[src/rtl/ahb_arbiter_if.sv]
// Purpose: bundles the arbiter's request/grant signals for a two-master AHB arbiter.
// Latency: none; this file holds wiring only.
// Backpressure: hready is carried here, and the arbiter freezes all of its state while hready is low.
// Ports:
//   hbusreq_1/2, hlock_1/2  per-master request and locked-transfer request
//   htrans, hready          muxed-bus transfer type and ready
//   hgrant_1/2              registered grants, exactly one high at all times
//   hmaster, hmastlock      registered data-phase owner and lock indication
interface ahb_arbiter_if;
  logic       hbusreq_1;
  logic       hbusreq_2;
  logic       hlock_1;
  logic       hlock_2;
  logic [1:0] htrans;
  logic       hready;
  logic       hgrant_1;
  logic       hgrant_2;
  logic       hmaster;
  logic       hmastlock;

  // The arbiter takes the slave view: it receives requests and produces grants.
  modport slave (
    input  hbusreq_1, hbusreq_2, hlock_1, hlock_2, htrans, hready,
    output hgrant_1, hgrant_2, hmaster, hmastlock
  );

  // The master view belongs to the requesters and bus logic that drive the arbiter.
  modport master (
    output hbusreq_1, hbusreq_2, hlock_1, hlock_2, htrans, hready,
    input  hgrant_1, hgrant_2, hmaster, hmastlock
  );
endinterface

[src/rtl/ahb_arbiter.sv]
// Purpose: two-master round-robin AHB arbiter with a per-tenure beat limit, lock and park.
// Latency: a grant changes 1 cycle after the deciding edge; hmaster follows on the next hready edge.
// Backpressure: while hready=0, the grants, hmaster, hmastlock and beat count all hold.
// Ports:
//   hclk     bus clock, rising edge
//   hresetn  asynchronous active-low reset
//   bus      ahb_arbiter_if.slave: requests, locks, htrans and hready in; grants, hmaster and hmastlock out
module ahb_arbiter #(
  parameter int DEFAULT_MASTER = 1,
  parameter int MAX_BEATS      = 16,
  parameter int CNT_W          = 5
) (
  input  logic          hclk,
  input  logic          hresetn,
  ahb_arbiter_if.slave  bus
);

  // Each state is the grant vector itself, so the grants come straight from flops.
  typedef enum logic [1:0] {
    OWN1 = 2'b01,
    OWN2 = 2'b10
  } state_t;

  localparam state_t            PARK  = (DEFAULT_MASTER == 2) ? OWN2 : OWN1;
  localparam logic [CNT_W-1:0]  LIMIT = CNT_W'(MAX_BEATS);

  state_t           r_state;
  state_t           w_state_nxt;
  logic [CNT_W-1:0] r_beat_cnt;
  logic             r_hmaster;
  logic             r_hmastlock;

  logic             w_own2;
  logic             w_lock_own;
  logic             w_req_own;
  logic             w_req_peer;
  logic             w_beat;

  // Route the signals so they read as owner and peer rather than master 1 and master 2.
  assign w_own2     = (r_state == OWN2);
  assign w_lock_own = w_own2 ? bus.hlock_2   : bus.hlock_1;
  assign w_req_own  = w_own2 ? bus.hbusreq_2 : bus.hbusreq_1;
  assign w_req_peer = w_own2 ? bus.hbusreq_1 : bus.hbusreq_2;
  // Only NONSEQ and SEQ transfers count toward the tenure limit.
  assign w_beat     = (bus.htrans == 2'b10) || (bus.htrans == 2'b11);

  always_ff @(posedge hclk or negedge hresetn) begin
    if (!hresetn) begin
      r_state <= PARK;
    end else begin
      r_state <= w_state_nxt;
    end
  end

  // The tests run in priority order: lock, then owner under its limit, then the
  // peer, then the owner alone, then park.
  always_comb begin
    w_state_nxt = r_state;
    if (bus.hready) begin
      if (w_lock_own) begin
        w_state_nxt = r_state;
      end else if (w_req_own && (r_beat_cnt < LIMIT)) begin
        w_state_nxt = r_state;
      end else if (w_req_peer) begin
        w_state_nxt = w_own2 ? OWN1 : OWN2;
      end else if (w_req_own) begin
        w_state_nxt = r_state;
      end else begin
        w_state_nxt = PARK;
      end
    end
  end

  // hmaster and hmastlock describe the transfer that was granted before this edge.
  // They therefore sample the current owner, not the next one.
  always_ff @(posedge hclk or negedge hresetn) begin
    if (!hresetn) begin
      r_beat_cnt  <= '0;
      r_hmaster   <= (DEFAULT_MASTER == 2);
      r_hmastlock <= 1'b0;
    end else if (bus.hready) begin
      r_hmaster   <= w_own2;
      r_hmastlock <= w_lock_own;
      if (w_state_nxt != r_state) begin
        r_beat_cnt <= '0;
      end else if (w_beat && (r_beat_cnt < LIMIT)) begin
        r_beat_cnt <= r_beat_cnt + CNT_W'(1);
      end
    end
  end

  assign bus.hgrant_1  = r_state[0];
  assign bus.hgrant_2  = r_state[1];
  assign bus.hmaster   = r_hmaster;
  assign bus.hmastlock = r_hmastlock;

endmodule

[src/flat_wrapper.sv]
// flat-port wrapper written by rule: the top's interface ports become plain ports
module ahb_arbiter_flat 
#(
  parameter int DEFAULT_MASTER = 1,
  parameter int MAX_BEATS      = 16,
  parameter int CNT_W          = 5
)
  (hclk, hresetn, bus_hbusreq_1, bus_hbusreq_2, bus_hlock_1, bus_hlock_2, bus_htrans, bus_hready, bus_hgrant_1, bus_hgrant_2, bus_hmaster, bus_hmastlock);
  ahb_arbiter_if bus_i ();
  input  logic hclk;
  input  logic hresetn;
  input wire logic [$bits(bus_i.hbusreq_1)-1:0] bus_hbusreq_1;
  input wire logic [$bits(bus_i.hbusreq_2)-1:0] bus_hbusreq_2;
  input wire logic [$bits(bus_i.hlock_1)-1:0] bus_hlock_1;
  input wire logic [$bits(bus_i.hlock_2)-1:0] bus_hlock_2;
  input wire logic [$bits(bus_i.htrans)-1:0] bus_htrans;
  input wire logic [$bits(bus_i.hready)-1:0] bus_hready;
  output wire logic [$bits(bus_i.hgrant_1)-1:0] bus_hgrant_1;
  output wire logic [$bits(bus_i.hgrant_2)-1:0] bus_hgrant_2;
  output wire logic [$bits(bus_i.hmaster)-1:0] bus_hmaster;
  output wire logic [$bits(bus_i.hmastlock)-1:0] bus_hmastlock;
  assign bus_i.hbusreq_1 = bus_hbusreq_1;
  assign bus_i.hbusreq_2 = bus_hbusreq_2;
  assign bus_i.hlock_1 = bus_hlock_1;
  assign bus_i.hlock_2 = bus_hlock_2;
  assign bus_i.htrans = bus_htrans;
  assign bus_i.hready = bus_hready;
  assign bus_hgrant_1 = bus_i.hgrant_1;
  assign bus_hgrant_2 = bus_i.hgrant_2;
  assign bus_hmaster = bus_i.hmaster;
  assign bus_hmastlock = bus_i.hmastlock;
  ahb_arbiter #(.DEFAULT_MASTER(DEFAULT_MASTER), .MAX_BEATS(MAX_BEATS), .CNT_W(CNT_W)) u_core (.hclk(hclk), .hresetn(hresetn), .bus(bus_i));
endmodule
[config.mk]
export PLATFORM = sky130hd
export DESIGN_NAME = ahb_arbiter_flat
export DESIGN_NICKNAME = d
export VERILOG_FILES = /design/src/rtl/ahb_arbiter_if.sv /design/src/rtl/ahb_arbiter.sv /design/src/flat_wrapper.sv
export SDC_FILE = /design/constraint.sdc
export NUM_CORES = 1
export LEC_CHECK = 0
export ABC_AREA = 0
export BUFFER_PORTS_ARGS = -buffer_cell sky130_fd_sc_hd__buf_2
export CAP_MARGIN = 20
export CORE_AREA = 2 2 39 41
export CTS_BUF_LIST = sky130_fd_sc_hd__clkbuf_8
export CTS_CLUSTER_SIZE = 28
export DETAILED_ROUTE_END_ITERATION = 10
export DIE_AREA = 0 0 41 43
export PLACE_DENSITY = 0.63
export SETUP_SLACK_MARGIN = 0.15
export SLEW_MARGIN = 20
export SYNTH_ARGS = -nofsm -noshare
export SYNTH_HDL_FRONTEND = slang
export SYNTH_SLANG_ARGS = --single-unit
[constraint.sdc]
create_clock -name hclk -period 1.4 [get_ports hclk]
set_input_delay 0.28 -clock hclk [delete_from_list [all_inputs] [get_ports hclk]]
set_output_delay 0.28 -clock hclk [all_outputs]
set_load 0.02 [all_outputs]
==> out/qor.yml <==
status: "finished, final reports clean"
muxShareOfSynthArea: 0.04381
rsz0062_at_grt: "true"
wl_mm: 1.036
worstSetupPathType: "register to register"
regArea_um2: 226.5
tightest_slew_ns: 0.2179
gp_congestion: 0.6441
endpoint_kind: "register"
synth_ff_type: "dfrtp_1"
die_h_um: 43
power.share.switching: 0.3586
synth_nets: 59
vias_per_cell: 4.886
worstSetupStartpoint: "u_core.r_state[0]"
regToRegEndpoint: "u_core.r_state[1]"
dr_total_vias: 430
max-clock-path-buffers: 2
grt_pass1_wl_mm: 1.531
cts_inserted_buffers: 3
drt_iter0_markers: 5
setup_viol: 0
synth_top_area_share: 0.4124
synth_xor_area_frac: 0.05412
post-route-util: 0.5118
ys_top_cells_by_area: "dfrtp_1, nor2_1, dfstp_2, a211oi_4, nand2_1"
dieArea_mm2: 0.001763
port_buffers: 11
cp-start-kind: "register"
reg2reg_from: "u_core.r_state[0]"
drc: 0
holdCritStartpoint: "bus_hbusreq_2"
rows: 14
cts.sinks: 9
grt.overflow.total: 0
die_w_um: 41
synth_edf_count: 0
insertion_delay_ns: 0.23
core-area_mm2: 0.001384
power_density_mw_per_mm2: 2120
cts-htree-levels: 1
synthTopCellsByCount: "dfrtp_1, nor2_1, nand2_1"
dr.pass1.iters: 4
syn-mean-instance-area_um2: 9.907
fin_cells: 88
regToRegSetupSlack_ns: 0.008
finalHoldViolCount: 0
synth.ff_latch_count: 9
period_share: 0.9942
hp-class: "primary input to register"
start_util: 0.3508
grt_max_degree: 10
cts-root-buf: "clkbuf_8"
p_total_mw: 1.501
slew_headroom: 0.8547
wire_per_inst_um: 11.77
cpMaxStageDelayCell: "dfstp_2"
nFillCells: 136
arrival_ns: 1.51
synth.distinct_cells: 24
synth.cell_area_um2: 485.5
combPwrFrac: 0.496
grt_pass1_vias: 385
max_freq_mhz: 718.5
slowest_delay_ns: 0.53
path_cells: "and3b_1 -> a211oi_4 -> buf_6 -> nand2_1 -> a22o_1"
synth_top_area_cell: "dfrtp_1"
r2r_cells: 5
drv_cap: 0
ant_nets: 0
drive_above_1_share: 0.3889
groute.usage.overall: 0.1325
crit_required_ns: 1.52
p_sw_mw: 0.5385
syn_inst: 49
cp_max_fo: 4
synth_compound_area_frac: 0.1881
nets: 83
synthSimpleGateAreaFrac: 0.1985
cts_tree: "done"
drv_slew: 0
p_int_mw: 0.9630
pwr-share-clk: 0.201
areaGrowthSynthToFinish_pct: 45.88
ios: 13
diodes: 0
ir_worst_vdd_mv: 0.7665
yosysWarningCount: 0
critPathCapture: "u_core.r_state[1]"
antenna_found_initial: 0
p_leak_nw: 0.3317
synth_fa_ha_area_frac: 0.02577
skew_ns: 0.0006401
hpwlAfterDp_um: 694.5
period_needed_ns: 1.392
synth_top_family_by_area: "simple AND/OR/NAND/NOR gates"
clkTransAtPathRegs_ns: 0.05
post-place-cells: 78
ys_seq_area_frac: 0.4665
multiInputGateArea_um2: 266.5
p_seq_frac: 0.304
synthArstFlopShare: 1.000
routing by layer:
metal / vias up / global-route usage / wire (µm)
li1: 215 / - / -
met3: 3 / 0.03141 / 56
met2: 12 / 0.2031 / 488
met5: - / 0 / 0
met4: 0 / 0.08000 / 22
met1: 200 / 0.1588 / 468
worst min-delay path by stage:
stage,slack (ns),to,depth (start not counted)
2_1_floorplan,-0.02,u_core.bus.hmaster,0
3_3_place_gp,0.14,u_core.r_beat_cnt[0],1
3_5_place_dp,0.14,u_core.r_beat_cnt[0],1
4_1_cts,0.24,u_core.r_state[0],2
5_1_grt,0.25,u_core.r_state[0],2
6_report,0.25,u_core.r_state[0],2
cell usage in the layout, fill, tap and decap left out:
cell	netlist	layout
mux2i_1	1	1
a41oi_1	1	1
dlygate4sd3_1	0	1
nand4_1	1	1
xnor2_1	1	1
mux2_2	1	1
ha_1	1	1
a211oi_4	1	1
and3b_1	2	2
nand3_1	1	1
nor2b_1	1	1
o2bb2ai_1	1	1
nand2b_1	2	1
buf_6	0	4
o21a_4	0	1
o21ai_0	2	2
a21oi_1	2	2
xor2_1	2	2
a211oi_2	0	1
dfrtp_1	8	8
inv_1	2	3
nand2b_4	0	1
a22o_1	2	2
nor2_1	8	8
buf_4	0	5
dfstp_2	1	1
nand2_1	5	5
clkbuf_8	0	3
buf_2	0	10
cell type report:
type,count,share of cell area
clock buffers,3,0.05830
repair buffers,20,0.2014
multi-input cells,37,0.3763
clock inverters,1,0.005300
inverters,2,0.01060
flip-flops and latches,9,0.3198
well taps,16,0.02827
flip-flops by register name (all words and copies together) (netlist names):
name	count
u_core.r_state	2
u_core.bus.hmaster	1
u_core.bus.hmastlock	1
u_core.r_beat_cnt	5
critical path, delay by kind of cell, from the launching register on:
kind | cells | cell delay (ns)
flops | 1 | 0.53
compound gates | 2 | 0.36
simple gates | 2 | 0.24
buf+inv | 1 | 0.14
power groups by stage:
stage	Combinational, mW	Sequential, mW	Clock (mW)
detailed placement	0.562	0.445	0
global placement	0.555	0.442	0
global route	0.817	0.469	0.317
finish	0.744	0.456	0.301
floorplan	0.277	0.535	0
CTS	0.663	0.453	0.307
repair_timing:
item | 4_1_cts | 5_1_grt
gates resized for setup | 6 | 2
hold buffers | 1 | 0
hold endpoints to repair | 8 | 0
setup buffers | 2 | 3
setup endpoints to repair | 9 | 10
pin swaps | 1 | 1
through the flow:
stage / instance area [µm²] / setup slack (ns) / hold slack (ns) / setup TNS [ns]
after CTS: 676.9 / -0.04144 / 0.2442 / -0.1454
after floorplan: 485.5 / -0.04849 / -0.01559 / -0.2694
after global placement: 579.3 / -0.03279 / 0.1384 / -0.1506
final: 708.2 / 0.008142 / 0.2477 / 0
after detailed placement: 579.3 / -0.04320 / 0.1379 / -0.1959
after global routing: 708.2 / -0.07034 / 0.2513 / -0.3862
logic make-up (layout without fill, tap and decap cells):
| kind of cell | Yosys count | after routing |
|---|---|---|
| AND/OR/NAND/NOR | 20 | 20 |
| AO/OA/AOI/OAI | 11 | 11 |
| flip-flops | 9 | 9 |
| XOR/XNOR | 3 | 3 |
| buffers and inverters | 3 | 26 |
| multiplexers | 2 | 2 |
| adder cells (fa/ha/maj) | 1 | 1 |
No activity file was read; power rests on OpenSTA's default activity.
